`src/rtl/imem_uart_loader.sv`:
```
// UART boot loader: receives a length-prefixed little-endian instruction image over rx
// and writes it word by word into instruction memory while holding the core in reset.
module imem_uart_loader #(
    parameter int CLKS_PER_BIT = 868,
    parameter int DEPTH_WORDS  = 256
) (
    input  logic        clk,
    input  logic        reset,
    input  logic        rx,
    output logic        imem_we,
    output logic [31:0] imem_addr,
    output logic [31:0] imem_wdata,
    output logic        cpu_reset,
    output logic        load_done,
    output logic        load_err
);

    localparam logic [15:0] BIT_LAST  = 16'(CLKS_PER_BIT - 1);
    localparam logic [15:0] HALF_LAST = 16'(CLKS_PER_BIT / 2 - 1);
    localparam logic [31:0] DEPTH_LIM = 32'(DEPTH_WORDS);

    typedef enum logic [1:0] {RX_IDLE, RX_START, RX_BITS, RX_STOP} rx_state_t;
    typedef enum logic [2:0] {LEN_LO, LEN_HI, DATA, DONE, ERROR} ld_state_t;

    // ------------------------------------------------------------------ synchroniser
    logic rx_meta, rx_sync, rx_prev;

    // NOTE: sequential state uses non-blocking assignments so every flop samples
    // pre-edge values; the async reset sits in the sensitivity list.
    always_ff @(posedge clk or posedge reset) begin
        if (reset) begin
            rx_meta <= 1'b1;
            rx_sync <= 1'b1;
            rx_prev <= 1'b1;
        end else begin
            rx_meta <= rx;
            rx_sync <= rx_meta;
            rx_prev <= rx_sync;
        end
    end

    // ------------------------------------------------------------------ UART receiver
    rx_state_t   rx_state, rx_state_nxt;
    logic [15:0] rx_cnt, rx_cnt_nxt;
    logic [2:0]  rx_bit, rx_bit_nxt;
    logic [7:0]  rx_shift, rx_shift_nxt;
    logic        rx_valid, rx_valid_nxt;
    logic        rx_ferr, rx_ferr_nxt;

    // NOTE: every signal written here gets a default first, so no path leaves one
    // unassigned and no latch is inferred.
    always_comb begin
        rx_state_nxt = rx_state;
        rx_cnt_nxt   = rx_cnt + 16'd1;
        rx_bit_nxt   = rx_bit;
        rx_shift_nxt = rx_shift;
        rx_valid_nxt = 1'b0;
        rx_ferr_nxt  = 1'b0;
        case (rx_state)
            RX_IDLE: begin
                rx_cnt_nxt = 16'd0;
                if (rx_prev && !rx_sync) rx_state_nxt = RX_START;
            end
            RX_START: begin
                // Mid-start-bit re-check rejects short glitches on the line.
                if (rx_cnt == HALF_LAST) begin
                    rx_cnt_nxt   = 16'd0;
                    rx_bit_nxt   = 3'd0;
                    rx_state_nxt = rx_sync ? RX_IDLE : RX_BITS;
                end
            end
            RX_BITS: begin
                if (rx_cnt == BIT_LAST) begin
                    rx_cnt_nxt   = 16'd0;
                    rx_shift_nxt = {rx_sync, rx_shift[7:1]};
                    rx_bit_nxt   = rx_bit + 3'd1;
                    if (rx_bit == 3'd7) rx_state_nxt = RX_STOP;
                end
            end
            RX_STOP: begin
                if (rx_cnt == BIT_LAST) begin
                    rx_cnt_nxt   = 16'd0;
                    rx_valid_nxt = rx_sync;
                    rx_ferr_nxt  = !rx_sync;
                    rx_state_nxt = RX_IDLE;
                end
            end
            default: rx_state_nxt = RX_IDLE;
        endcase
    end

    always_ff @(posedge clk or posedge reset) begin
        if (reset) begin
            rx_state <= RX_IDLE;
            rx_cnt   <= 16'd0;
            rx_bit   <= 3'd0;
            rx_shift <= 8'd0;
            rx_valid <= 1'b0;
            rx_ferr  <= 1'b0;
        end else begin
            rx_state <= rx_state_nxt;
            rx_cnt   <= rx_cnt_nxt;
            rx_bit   <= rx_bit_nxt;
            rx_shift <= rx_shift_nxt;
            rx_valid <= rx_valid_nxt;
            rx_ferr  <= rx_ferr_nxt;
        end
    end

    // ------------------------------------------------------------------ loader FSM
    ld_state_t   state, state_nxt;
    logic [15:0] len, len_nxt, len_cand;
    logic [15:0] word_idx, word_idx_nxt;
    logic [1:0]  byte_idx, byte_idx_nxt;
    logic [23:0] wbuf, wbuf_nxt;
    logic        we_nxt;
    logic [31:0] addr_nxt, wdata_nxt;

    always_comb begin
        state_nxt    = state;
        len_nxt      = len;
        len_cand     = {rx_shift, len[7:0]};
        word_idx_nxt = word_idx;
        byte_idx_nxt = byte_idx;
        wbuf_nxt     = wbuf;
        we_nxt       = 1'b0;
        addr_nxt     = imem_addr;
        wdata_nxt    = imem_wdata;
        cpu_reset    = 1'b1;
        load_done    = 1'b0;
        load_err     = 1'b0;
        case (state)
            LEN_LO: begin
                if (rx_ferr) begin
                    state_nxt = ERROR;
                end else if (rx_valid) begin
                    len_nxt[7:0] = rx_shift;
                    state_nxt    = LEN_HI;
                end
            end
            LEN_HI: begin
                if (rx_ferr) begin
                    state_nxt = ERROR;
                end else if (rx_valid) begin
                    len_nxt = len_cand;
                    if (len_cand == 16'd0) begin
                        state_nxt = DONE;
                    end else if (32'(len_cand) > DEPTH_LIM) begin
                        state_nxt = ERROR;
                    end else begin
                        state_nxt    = DATA;
                        word_idx_nxt = 16'd0;
                        byte_idx_nxt = 2'd0;
                    end
                end
            end
            DATA: begin
                if (rx_ferr) begin
                    state_nxt = ERROR;
                end else if (imem_we && word_idx == len) begin
                    // word_idx already counts the word just written.
                    state_nxt = DONE;
                end else if (rx_valid) begin
                    byte_idx_nxt = byte_idx + 2'd1;
                    case (byte_idx)
                        2'd0: wbuf_nxt[7:0]   = rx_shift;
                        2'd1: wbuf_nxt[15:8]  = rx_shift;
                        2'd2: wbuf_nxt[23:16] = rx_shift;
                        default: begin
                            we_nxt       = 1'b1;
                            addr_nxt     = {14'd0, word_idx, 2'b00};
                            wdata_nxt    = {rx_shift, wbuf};
                            word_idx_nxt = word_idx + 16'd1;
                        end
                    endcase
                end
            end
            DONE: begin
                cpu_reset = 1'b0;
                load_done = 1'b1;
            end
            ERROR: load_err = 1'b1;
            default: state_nxt = LEN_LO;
        endcase
    end

    always_ff @(posedge clk or posedge reset) begin
        if (reset) begin
            state      <= LEN_LO;
            len        <= 16'd0;
            word_idx   <= 16'd0;
            byte_idx   <= 2'd0;
            wbuf       <= 24'd0;
            imem_we    <= 1'b0;
            imem_addr  <= 32'd0;
            imem_wdata <= 32'd0;
        end else begin
            state      <= state_nxt;
            len        <= len_nxt;
            word_idx   <= word_idx_nxt;
            byte_idx   <= byte_idx_nxt;
            wbuf       <= wbuf_nxt;
            imem_we    <= we_nxt;
            imem_addr  <= addr_nxt;
            imem_wdata <= wdata_nxt;
        end
    end

endmodule

```
`config.mk`:
```
export PLATFORM = sky130hd
export DESIGN_NAME = imem_uart_loader
export DESIGN_NICKNAME = d
export VERILOG_FILES = /design/src/rtl/imem_uart_loader.sv
export SDC_FILE = /design/constraint.sdc
export NUM_CORES = 1
export LEC_CHECK = 0
export ABC_AREA = 1
export CAP_MARGIN = 15
export CORE_MARGIN = 2
export CORE_UTILIZATION = 40
export DETAILED_ROUTE_END_ITERATION = 12
export GPL_TIMING_DRIVEN = 0
export HOLD_SLACK_MARGIN = 0.06
export PLACE_DENSITY = 0.66
export SYNTH_ARGS = -nofsm -noshare
export SYNTH_HDL_FRONTEND = slang
export SYNTH_SLANG_ARGS = --single-unit
```
`constraint.sdc`:
```
create_clock -name clk -period 6.6 [get_ports clk]
set_input_delay 0.99 -clock clk [delete_from_list [all_inputs] [get_ports clk]]
set_output_delay 0.99 -clock clk [all_outputs]
set_load 0.03 [all_outputs]
```
==> results.tsv, run 1 <==
stage	metric	value	unit
status	status	finished clean	
sta	final period utilization	44.6	%
worst_setup_path	worst-path maximum fanout	7	
sta	hold slack	0.360	ns
sta	RSZ-0062 raised after global routing	false	
sta	Max Slew Vio Count	0	
cells_and_area	Cell Count, Final, Fillers Out	1128	
yosys	post-synthesis sequential area ratio	53.9	%
cells_and_area	Final nets	907	
drt	vias per std cell	4.81	
drt	DRT iter0 DRCs	303	
place	DP Wirelength	10600	microns
clock_tree	CTS tree	built	
yosys	Syn Area/Cell	8.31	sq um
place	Placed Instance Area	0.00760	sq mm
cells_and_area	Final Cell Area	0.00818	sq mm
worst_hold_path	worst min-delay path class	flip-flop to flip-flop	
clock_tree	clock sinks	144	
worst_setup_path	r2r endpoint	word_idx[6]$_DFFE_PP0P_	
floorplanning	overall die area	0.0178	sq mm
drt	first drt pass iteration count	4	
yosys	Yosys cell types	36	
floorplanning	DIE WIDTH	133	microns
worst_setup_path	WP data required	5.61	ns
flow_run	number of max-cap violations	0	
cells_and_area	fillers	1586	
sta	Layout Skew	0.00648	ns
sta	worst-margin pin slew	0.660	ns
sta	Fin Setup TNS	0	ns
clock_tree	cts-stage hold buffer count	0	
worst_hold_path	WHS Endpoint	rx_sync$_DFF_PP1_	
power_and_ir_drop	maximum VDD drop	0.000179	V
power_and_ir_drop	Seq pwr share	46.6	%
cells_and_area	multi-input logic area	0.00264	sq mm
clock_tree	root buffer cell	clkbuf_16	
drt	Final ANT Viol Nets	0	
sta	Worst slew margin	55.6	%
floorplanning	DIE HEIGHT	133	microns
drt	M1 wire length	7330	microns
worst_setup_path	delay-heaviest family, CP	buffers and inverters	
floorplanning	Core Region	0.0165	sq mm
power_and_ir_drop	clock share of power	47.2	%
drt	met2 wire len	7320	microns
yosys	most common flop cell mapped by yosys	dfrtp_1	
drt	top sig layer	met4	
grt	Tot GR Track Use	18.4	%
worst_setup_path	CP max-delay cell	clkdlybuf4s50_1	
yosys	FFs w/ async S/R, synth	100	%
power_and_ir_drop	Pint	1490	uW
cells_and_area	Seq. cell area	0.00361	sq mm
yosys	Post-synth EDFFs	0	
worst_setup_path	R2R depth	11	
clock_tree	Num CTS Buffers	17	
place	gpl congestion	0.848	
grt	largest net degree at the start of global routing	98	
place	IO buf count	54	
sta	Final Hold Viols	0	
power_and_ir_drop	total power	1970	uW
grt	global-route wire length before repair	25800	microns
power_and_ir_drop	Comb pwr share	6.2	%
drt	vias	5429	
floorplanning	row count	47	
cells_and_area	layout cell share with drive strength beyond 1	10.6	%
clock_tree	Max clock buf depth	2	
cells_and_area	Area growth, synth to finish	22.1	%
sta	# setup viols final	0	
cells_and_area	n_diodes	0	
grt	number of global-route vias before repair	5207	
grt	initial antenna violation count	0	
worst_setup_path	Setup Crit Path Kind	flip-flop to output port	
worst_hold_path	hold path depth	0	
yosys	post-synthesis cell area	0.00670	sq mm
clock_tree	Worst-Skew Late Latency	0.42	ns
drt	DRC Markers	0	
yosys	Warnings, synthesis	0	
power_and_ir_drop	switching share of power	24.5	%
worst_setup_path	Worst setup EP type	output port	
grt	grt total ovfl	0	
worst_setup_path	reg2reg start	rx_shift[1]$_DFFE_PP0P_	
place	# placed instances	1096	
floorplanning	Starting Density	40.7	%
power_and_ir_drop	Leak	0.00392	uW
yosys	leading post-synthesis cells by cell area	dfrtp_1 53%, nand2_1 16%, o21ai_0 5.8%	
sta	min cycle time layout	2.95	ns
worst_hold_path	HP Start	rx_meta$_DFF_PP1_	
yosys	Synth Instances	806	
clock_tree	post-cts gate resize count	0	
drt	Routed Wire Length	15400	microns
yosys	top-area cell type share of the netlist area	52.7	%
power_and_ir_drop	power per cell area	241	mW/mm^2
clock_tree	CTS clock-pin slew for the worst setup and hold paths	0.06	ns
worst_setup_path	Critical Path Start Type	flip-flop	
yosys	Yosys reg bits	144	
worst_setup_path	Worst path max stage delay	0.73	ns
yosys	biggest area consumer among synthesized cells	dfrtp_1	
worst_setup_path	setup slack, reg-to-reg	4.45	ns
cells_and_area	most frequent cells in the layout	289 x nand2_1, 141 x dfrtp_1, 78 x o21ai_0	
clock_tree	Max H-tree Level	4	
drt	met3 WL	492	microns
power_and_ir_drop	Psw	483	uW
worst_setup_path	cell chain of the critical path	nand2_1, nor2_1, clkdlybuf4s50_1	
sta	Fmax	339	MHz
clock_tree	Setup Buffers After CTS	0	
drt	mean routed wirelength per cell	13.6	microns
cells_and_area	commonest non-fill, non-tap cell in the layout	nand2_1	
floorplanning	I/O Pins	71	
worst_setup_path	Arr. time, crit path	1.96	ns
worst_setup_path	CP bufs+invs	1	
## worst reg2reg max path, delay by kind of cell (launching register included)
| family | cells | cell delay [ns] |
|---|---|---|
| simple gates | 9 | 1.11 |
| buf+inv | 2 | 0.55 |
| flops | 1 | 0.37 |
## final cells by class
class | instances | area share [%]
clock buffer | 20 | 5.71
tap | 220 | 3.37
timing repair buffer | 55 | 6.95
inverter | 71 | 3.32
multi-input combinational | 570 | 32.3
buffer | 36 | 2.97
clock inverter | 12 | 1.33
sequential | 144 | 44.1
## sequential cells by signal (all words and copies together), names as in the netlist, 2 cells and up, named ones only
name / cells
imem_wdata: 32
wbuf: 24
imem_addr: 16
len: 16
rx_cnt: 16
word_idx: 16
rx_shift: 8
rx_bit: 3
state: 3
byte_idx: 2
## synth_stat cells, drive strengths merged (2+ instances only)
cell type,count
a21boi,2
a21oi,15
buf,32
clkbuf,4
dfrtp,141
dfstp,3
ha,9
inv,70
nand2,297
nand3,25
nand4,14
nor2,70
nor3,14
nor3b,2
nor4,5
o21ai,88
xnor2,6
xor2,5
## cell families (layout without fill, tap and decap cells)
| family | Yosys count | count (layout) | share of synthesized area, % |
|---|---|---|---|
| flip-flops | 144 | 144 | 53.9 |
| AND/OR/NAND/NOR | 429 | 429 | 27.4 |
| XOR/XNOR | 11 | 11 | 1.44 |
| adder cells (fa/ha/maj) | 9 | 9 | 1.68 |
| AO/OA/AOI/OAI | 105 | 105 | 7.92 |
| other | 1 | 16 | 0.0560 |
| buffers and inverters | 107 | 194 | 7.60 |
## metrics by stage
| step | setup slack [ns] | utilization [%] |
|---|---|---|
| 2_1_floorplan | 1.75 | - |
| 3_5_place_dp | 4.05 | 46.2 |
| 5_1_grt | 3.52 | 49.7 |
| 4_1_cts | 3.59 | 49.7 |
| 6_report | 3.65 | 49.7 |
| 3_3_place_gp | -0.316 | 46.0 |
## metal layers
| layer | vias to the layer above | global-route usage [%] |
|---|---|---|
| met5 | - | 0 |
| met4 | 0 | 6.15 |
| met2 | 97 | 30.0 |
| met3 | 20 | 4.03 |
| met1 | 2588 | 24.6 |
| li1 | 2724 | - |
## worst max-delay path by stage
stage                         startpoint                        end  slack [ns]  cells past startpoint
global placement                   reset  imem_addr[14]$_DFFE_PP0P_       -0.32                      2
finish              state[0]$_DFFE_PP0P_                  load_done        3.65                      3
global route        state[0]$_DFFE_PP0P_                  load_done        3.52                      3
floorplan                          reset                  async pin        1.75                      1
detailed placement  state[0]$_DFFE_PP0P_                  load_done        4.05                      3
CTS                 state[0]$_DFFE_PP0P_                  load_done        3.59                      3
## power by group through the flow
stage | combinational, uW | clock (uW) | sequential, uW
finish | 122 | 931 | 918
global route | 143 | 987 | 919
CTS | 124 | 944 | 918
detailed placement | 124 | 0 | 933
global placement | 119 | 0 | 933
floorplan | 97.6 | 0 | 929
Power figures use the tool's default switching activity.
==> run 2, diff against run 1 <==
--- a/config.mk
+++ b/config.mk
@@ -12,7 +12,7 @@
 export DETAILED_ROUTE_END_ITERATION = 12
 export GPL_TIMING_DRIVEN = 0
 export HOLD_SLACK_MARGIN = 0.06
-export PLACE_DENSITY = 0.66
+export PLACE_DENSITY = 0.68
 export SYNTH_ARGS = -nofsm -noshare
 export SYNTH_HDL_FRONTEND = slang
 export SYNTH_SLANG_ARGS = --single-unit
==> constraint.sdc (replaced) <==
create_clock -name clk -period 2.5 [get_ports clk]
set_input_delay 0.375 -clock clk [delete_from_list [all_inputs] [get_ports clk]]
set_output_delay 0.375 -clock clk [all_outputs]
set_load 0.03 [all_outputs]
==> run 2 against run 1 <==
Clock-buffer cell count decreased by 1. Critical path depth unchanged. Global-route usage decreased by 0.10 points. Combinational power increased to 2.7 times the previous value. Non-clock buffer count increased by 2. Setup slack got worse by 3.5 ns. Sequential power increased to 2.6 times the previous value. Final cell count increased by 0.18%. Flip-flop and latch count unchanged. Clock power increased to 2.9 times the previous value. Critical path type unchanged.
==> results.tsv, run 2 (same netlist as run 1, synthesis figures left out) <==
stage	metric	value	unit	change
clock_tree	Setup Buffers After CTS	0		unchanged
worst_hold_path	worst min-delay path class	flip-flop to flip-flop		
floorplanning	DIE WIDTH	133	microns	unchanged
cells_and_area	Reg with most FFs	imem_wdata		
flow_run	number of max-cap violations	0		unchanged
power_and_ir_drop	power per cell area	658	mW/mm^2	+170%
power_and_ir_drop	total power	5440	uW	+180%
drt	Routed Wire Length	15200	microns	-1.0%
floorplanning	DIE HEIGHT	133	microns	unchanged
sta	Fmax	420	MHz	
grt	global-route wire length before repair	26000	microns	+0.59%
place	DP Wirelength	10600	microns	+0.39%
floorplanning	Core Region	0.0165	sq mm	unchanged
worst_setup_path	Setup Crit Path Kind	flip-flop to output port		
grt	Tot GR Track Use	18.3	%	-0.10 points
clock_tree	CTS clock-pin slew for the worst setup and hold paths	0.06	ns	about the same
sta	Final Hold Viols	0		unchanged
grt	largest net degree at the start of global routing	43		-56%
drt	vias per std cell	4.84		+0.60%
sta	worst setup margin	0.117	ns	-3.54 ns
clock_tree	cts-stage hold buffer count	0		unchanged
floorplanning	Starting Density	40.7	%	unchanged
cells_and_area	most frequent cells in the layout	289 x nand2_1, 141 x dfrtp_1, 78 x o21ai_0		
sta	# setup viols final	0		unchanged
place	DP Worst Slack	0.472	ns	-3.58 ns
drt	DRC Markers	0		unchanged
place	# placed instances	1098		+0.18%
sta	min cycle time layout	2.38	ns	
sta	RSZ-0062 raised after global routing	false		
sta	Max Slew Vio Count	0		unchanged
sta	final period utilization	95.3	%	
drt	vias	5471		+0.77%
worst_setup_path	Critical Path Start Type	flip-flop		
worst_setup_path	worst-path maximum fanout	7		unchanged
place	IO buf count	54		unchanged
sta	Fin Setup TNS	0	ns	unchanged
worst_setup_path	Worst setup EP type	output port		
cells_and_area	max FFs per register	32		unchanged
place	Placed Instance Area	0.00763	sq mm	+0.41%
cells_and_area	Final nets	909		+0.22%
place	gpl congestion	0.854		+0.80%
grt	number of global-route vias before repair	5325		+2.3%
cells_and_area	Cell Count, Final, Fillers Out	1130		+0.18%
floorplanning	row count	47		unchanged
clock_tree	CTS tree	built		
cells_and_area	layout cell share with drive strength beyond 1	10.8	%	+0.20 points
worst_setup_path	WP data required	2.12	ns	-3.49 ns
power_and_ir_drop	maximum VDD drop	0.000507	V	+180%
clock_tree	Num CTS Buffers	17		unchanged
drt	Final ANT Viol Nets	0		unchanged
clock_tree	root buffer cell	clkbuf_16		
sta	worst-margin pin slew	0.640	ns	-0.0198 ns
clock_tree	Max clock buf depth	2		unchanged
status	status	finished clean		
grt	initial antenna violation count	0		unchanged
floorplanning	I/O Pins	71		unchanged
clock_tree	post-cts gate resize count	0		unchanged
grt	grt total ovfl	0		unchanged
floorplanning	overall die area	0.0178	sq mm	unchanged
drt	first drt pass iteration count	5		+1
worst_setup_path	Arr. time, crit path	2.01	ns	+0.05 ns
cells_and_area	Area growth, synth to finish	23.5	%	
sta	Worst slew margin	57.2	%	+1.6 points
drt	DRT iter0 DRCs	493		+63%
clock_tree	Max H-tree Level	4		unchanged
sta	Layout Skew	0.00610	ns	-0.000382 ns
clock_tree	Worst-Skew Late Latency	0.42	ns	about the same
power_and_ir_drop	Leak	0.00394	uW	+0.46%
cells_and_area	Final Cell Area	0.00827	sq mm	+1.2%
clock_tree	clock sinks	144		unchanged
cells_and_area	Top Registers	imem_wdata x32, wbuf x24		
drt	mean routed wirelength per cell	13.5	microns	-1.2%
cells_and_area	commonest non-fill, non-tap cell in the layout	nand2_1		
cells_and_area	n_diodes	0		unchanged
## run 2: cell types whose count changed in the layout (fill, tap and decap cells not counted), sizes merged
cell / change
inv: -3
bufinv: +3
clkbuf: -1
clkinvlp: +6
clkinv: -5
buf: +2
## run 2: worst max-delay path, stage by stage, from the launching register on
cell and delay [ns]:
dfrtp_1 0.47, nand2_1 0.09, nor2_1 0.28, clkdlybuf4s50_1 0.74
## run 2: layer usage
layer	routed length, microns	GRT usage [%]	up-vias
met5	0	0	-
met4	258	5.79	0
met3	666	4.34	19
met2	7600	30.8	141
met1	6710	23.6	2584
li1	-	-	2727
## run 2: metrics by stage
stage	util (%)	hold WS [ns]
final	50.2	0.356
after global placement	46.0	0.349
after detailed placement	46.4	0.349
after global routing	50.2	0.361
after CTS	50.2	0.358
after floorplan	-	0.345
## run 2: cell type report
| type | instances | area (sq um) |
|---|---|---|
| multi-input cells | 570 | 2640 |
| clock inverters | 13 | 186 |
| clock buffers | 19 | 453 |
| plain buffers | 36 | 243 |
| repair buffers | 57 | 601 |
| flip-flops and latches | 144 | 3610 |
| well taps | 220 | 275 |
| fillers | 1546 | 8190 |
| inverters | 71 | 270 |
## run 2: where the power goes
group / internal [uW] / switching [uW]
Combinational: 100 / 225
Sequential: 2380 / 43.6
Clock: 1720 / 972
## run 2: final timing paths
check / from / endpoint / slack, ns / cells after the start
setup reg to reg: rx_shift[1]$_DFFE_PP0P_ / word_idx[3]$_DFFE_PP0P_ / 0.46 / 12
hold / removal: rx_meta$_DFF_PP1_ / rx_sync$_DFF_PP1_ / 0.36 / 0
min in group asynchronous: reset / imem_wdata[13]$_DFFE_PP0P_ / 0.39 / 2
hold reg to reg: rx_meta$_DFF_PP1_ / rx_sync$_DFF_PP1_ / 0.36 / 0
max in group asynchronous: reset / imem_addr[13]$_DFFE_PP0P_ / 1.22 / 4
setup / recovery: state[0]$_DFFE_PP0P_ / load_done / 0.12 / 3
==> run 3, diff against run 2 <==
--- a/config.mk
+++ b/config.mk
@@ -6,7 +6,7 @@
 export NUM_CORES = 1
 export LEC_CHECK = 0
 export ABC_AREA = 1
-export CAP_MARGIN = 15
+export CAP_MARGIN = 20
 export CORE_MARGIN = 2
 export CORE_UTILIZATION = 40
 export DETAILED_ROUTE_END_ITERATION = 12
==> run 3 against run 2 <==
Global-route usage is the same. First-iteration DRC count is the same. Final cell count unchanged. Sequential power hardly changed. Clock power barely moved. Flip-flop and latch count unchanged. Die area stayed put. Power unchanged. Register-to-register slack hardly changed. Critical endpoint unchanged. Largest cell class unchanged.
==> results.tsv, run 3 (same netlist as run 1, synthesis figures left out) <==
stage	metric	value	unit	change
clock_tree	root buffer cell	clkbuf_16		
cells_and_area	Util after Layout	50.2	%	unchanged
status	status	finished clean		
worst_setup_path	Critical Path Start Type	flip-flop		
grt	largest net degree at the start of global routing	43		unchanged
cells_and_area	n_diodes	0		unchanged
cells_and_area	layout cell share with drive strength beyond 1	10.8	%	unchanged
cells_and_area	commonest non-fill, non-tap cell in the layout	nand2_1		
power_and_ir_drop	power per cell area	658	mW/mm^2	unchanged
worst_setup_path	Worst setup EP type	output port		
cells_and_area	most frequent cells in the layout	289 x nand2_1, 141 x dfrtp_1, 78 x o21ai_0		
clock_tree	Max H-tree Level	4		unchanged
clock_tree	Max clock buf depth	2		unchanged
worst_setup_path	Arr. time, crit path	2.01	ns	about the same
place	gpl congestion	0.854		unchanged
grt	number of global-route vias before repair	5325		unchanged
worst_setup_path	reg2reg start	rx_shift[1]$_DFFE_PP0P_		
place	IO buf count	54		unchanged
clock_tree	CTS clock-pin slew for the worst setup and hold paths	0.06	ns	about the same
drt	mean routed wirelength per cell	13.5	microns	unchanged
drt	vias per std cell	4.84		unchanged
sta	Max Slew Vio Count	0		unchanged
floorplanning	Starting Density	40.7	%	unchanged
floorplanning	DIE HEIGHT	133	microns	unchanged
sta	# setup viols final	0		unchanged
worst_setup_path	Setup Crit Path Kind	flip-flop to output port		
worst_hold_path	WHS Endpoint	rx_sync$_DFF_PP1_		
clock_tree	Worst-Skew Late Latency	0.42	ns	about the same
clock_tree	post-cts gate resize count	0		unchanged
cells_and_area	max FFs per register	32		unchanged
clock_tree	clock sinks	144		unchanged
floorplanning	I/O Pins	71		unchanged
worst_setup_path	R2R depth	12		unchanged
floorplanning	DIE WIDTH	133	microns	unchanged
worst_hold_path	worst min-delay path class	flip-flop to flip-flop		
grt	global routing usage on met2	30.8	%	unchanged
sta	Worst slew margin	57.2	%	unchanged
drt	first drt pass iteration count	5		unchanged
place	DP Wirelength	10600	microns	unchanged
drt	Final ANT Viol Nets	0		unchanged
grt	M1 GR Usage	23.6	%	unchanged
clock_tree	CTS tree	built		
grt	Most Used Layer, Global Route	met2		
drt	Routed Wire Length	15200	microns	unchanged
place	# placed instances	1098		unchanged
cells_and_area	Cell Count, Final, Fillers Out	1130		unchanged
worst_setup_path	WP data required	2.12	ns	about the same
floorplanning	overall die area	0.0178	sq mm	unchanged
clock_tree	Setup Buffers After CTS	0		unchanged
sta	final period utilization	95.3	%	unchanged
clock_tree	Num CTS Buffers	17		unchanged
worst_hold_path	hold path depth	0		unchanged
worst_setup_path	setup slack, reg-to-reg	0.46	ns	about the same
sta	Layout Skew	0.00610	ns	unchanged
grt	met3 usage	4.34	%	unchanged
cells_and_area	Reg with most FFs	imem_wdata		
floorplanning	row count	47		unchanged
sta	Final Hold Viols	0		unchanged
sta	RSZ-0062 raised after global routing	false		
drt	vias	5471		unchanged
cells_and_area	Area growth, synth to finish	23.5	%	unchanged
clock_tree	cts-stage hold buffer count	0		unchanged
cells_and_area	fillers	1546		unchanged
sta	Fmax	420	MHz	unchanged
worst_setup_path	r2r endpoint	word_idx[3]$_DFFE_PP0P_		
grt	global-route wire length before repair	26000	microns	unchanged
power_and_ir_drop	Leak	0.00394	uW	unchanged
grt	initial antenna violation count	0		unchanged
power_and_ir_drop	maximum VDD drop	0.000507	V	unchanged
worst_setup_path	worst-path maximum fanout	7		unchanged
drt	DRT iter0 DRCs	493		unchanged
drt	DRC Markers	0		unchanged
cells_and_area	Final nets	909		unchanged
worst_hold_path	HP Start	rx_meta$_DFF_PP1_		
cells_and_area	Top Registers	imem_wdata x32, wbuf x24		
sta	min cycle time layout	2.38	ns	unchanged
flow_run	number of max-cap violations	0		unchanged
sta	worst-margin pin slew	0.640	ns	unchanged
grt	grt total ovfl	0		unchanged
floorplanning	Core Region	0.0165	sq mm	unchanged
grt	Tot GR Track Use	18.3	%	unchanged
[run 3: cell counts in the layout (fill, tap and decap cells not counted)]
No cell type changed its count.
[run 3: worst max-delay path by stage]
stage | startpoint | end | slack (ns) | cells after the start
2_1_floorplan | reset | async pin | 0.32 | 1
3_3_place_gp | reset | imem_addr[16]$_DFFE_PP0P_ | -0.96 | 2
3_5_place_dp | rx_cnt[0]$_DFF_PP0_ | rx_cnt[7]$_DFF_PP0_ | 0.47 | 8
4_1_cts | state[0]$_DFFE_PP0P_ | load_done | 0.09 | 3
5_1_grt | state[0]$_DFFE_PP0P_ | load_done | 0.002 | 3
6_report | state[0]$_DFFE_PP0P_ | load_done | 0.12 | 3
[run 3: cell type report]
| cell class | count | area [sq um] | area share, % |
|---|---|---|---|
| buffer | 36 | 243 | 2.93 |
| clock buffer | 19 | 453 | 5.47 |
| timing repair buffer | 57 | 601 | 7.26 |
| clock inverter | 13 | 186 | 2.25 |
| sequential | 144 | 3610 | 43.6 |
| inverter | 71 | 270 | 3.27 |
| multi-input combinational | 570 | 2640 | 31.9 |
| tap | 220 | 275 | 3.33 |
[run 3: routing by layer]
layer	vias up	wire length [microns]	part of all wire, %
met2	141	7600	50
met4	0	258	1.7
met3	19	666	4.4
met1	2584	6710	44
met5	-	0	0
li1	2727	-	-
[run 3: per-stage QoR]
stage          power [uW]  instance area, sq um  setup slack (ns)  TNS (ns)  hold WS (ns)
2_1_floorplan        2710                  6760             0.322         0         0.345
3_3_place_gp         2780                  7570            -0.959   -134.62         0.349
3_5_place_dp         2800                  7630             0.472         0         0.349
4_1_cts              5490                  8270            0.0918         0         0.358
5_1_grt              5650                  8270           0.00153         0         0.361
6_report             5440                  8270             0.117         0         0.356
[run 3: critical path, cell delays in order, from the launching register on]
cell	delay (ns)
dfrtp_1	0.47
nand2_1	0.09
nor2_1	0.28
clkdlybuf4s50_1	0.74
[run 3: power breakdown]
part | total (uW) | switching, uW | internal, uW | leakage (uW)
clock | 2690 | 972 | 1720 | 0.000289
combinational | 325 | 225 | 100 | 0.00166
sequential | 2420 | 43.6 | 2380 | 0.00199
total | 5440 | 1240 | 4200 | 0.00394
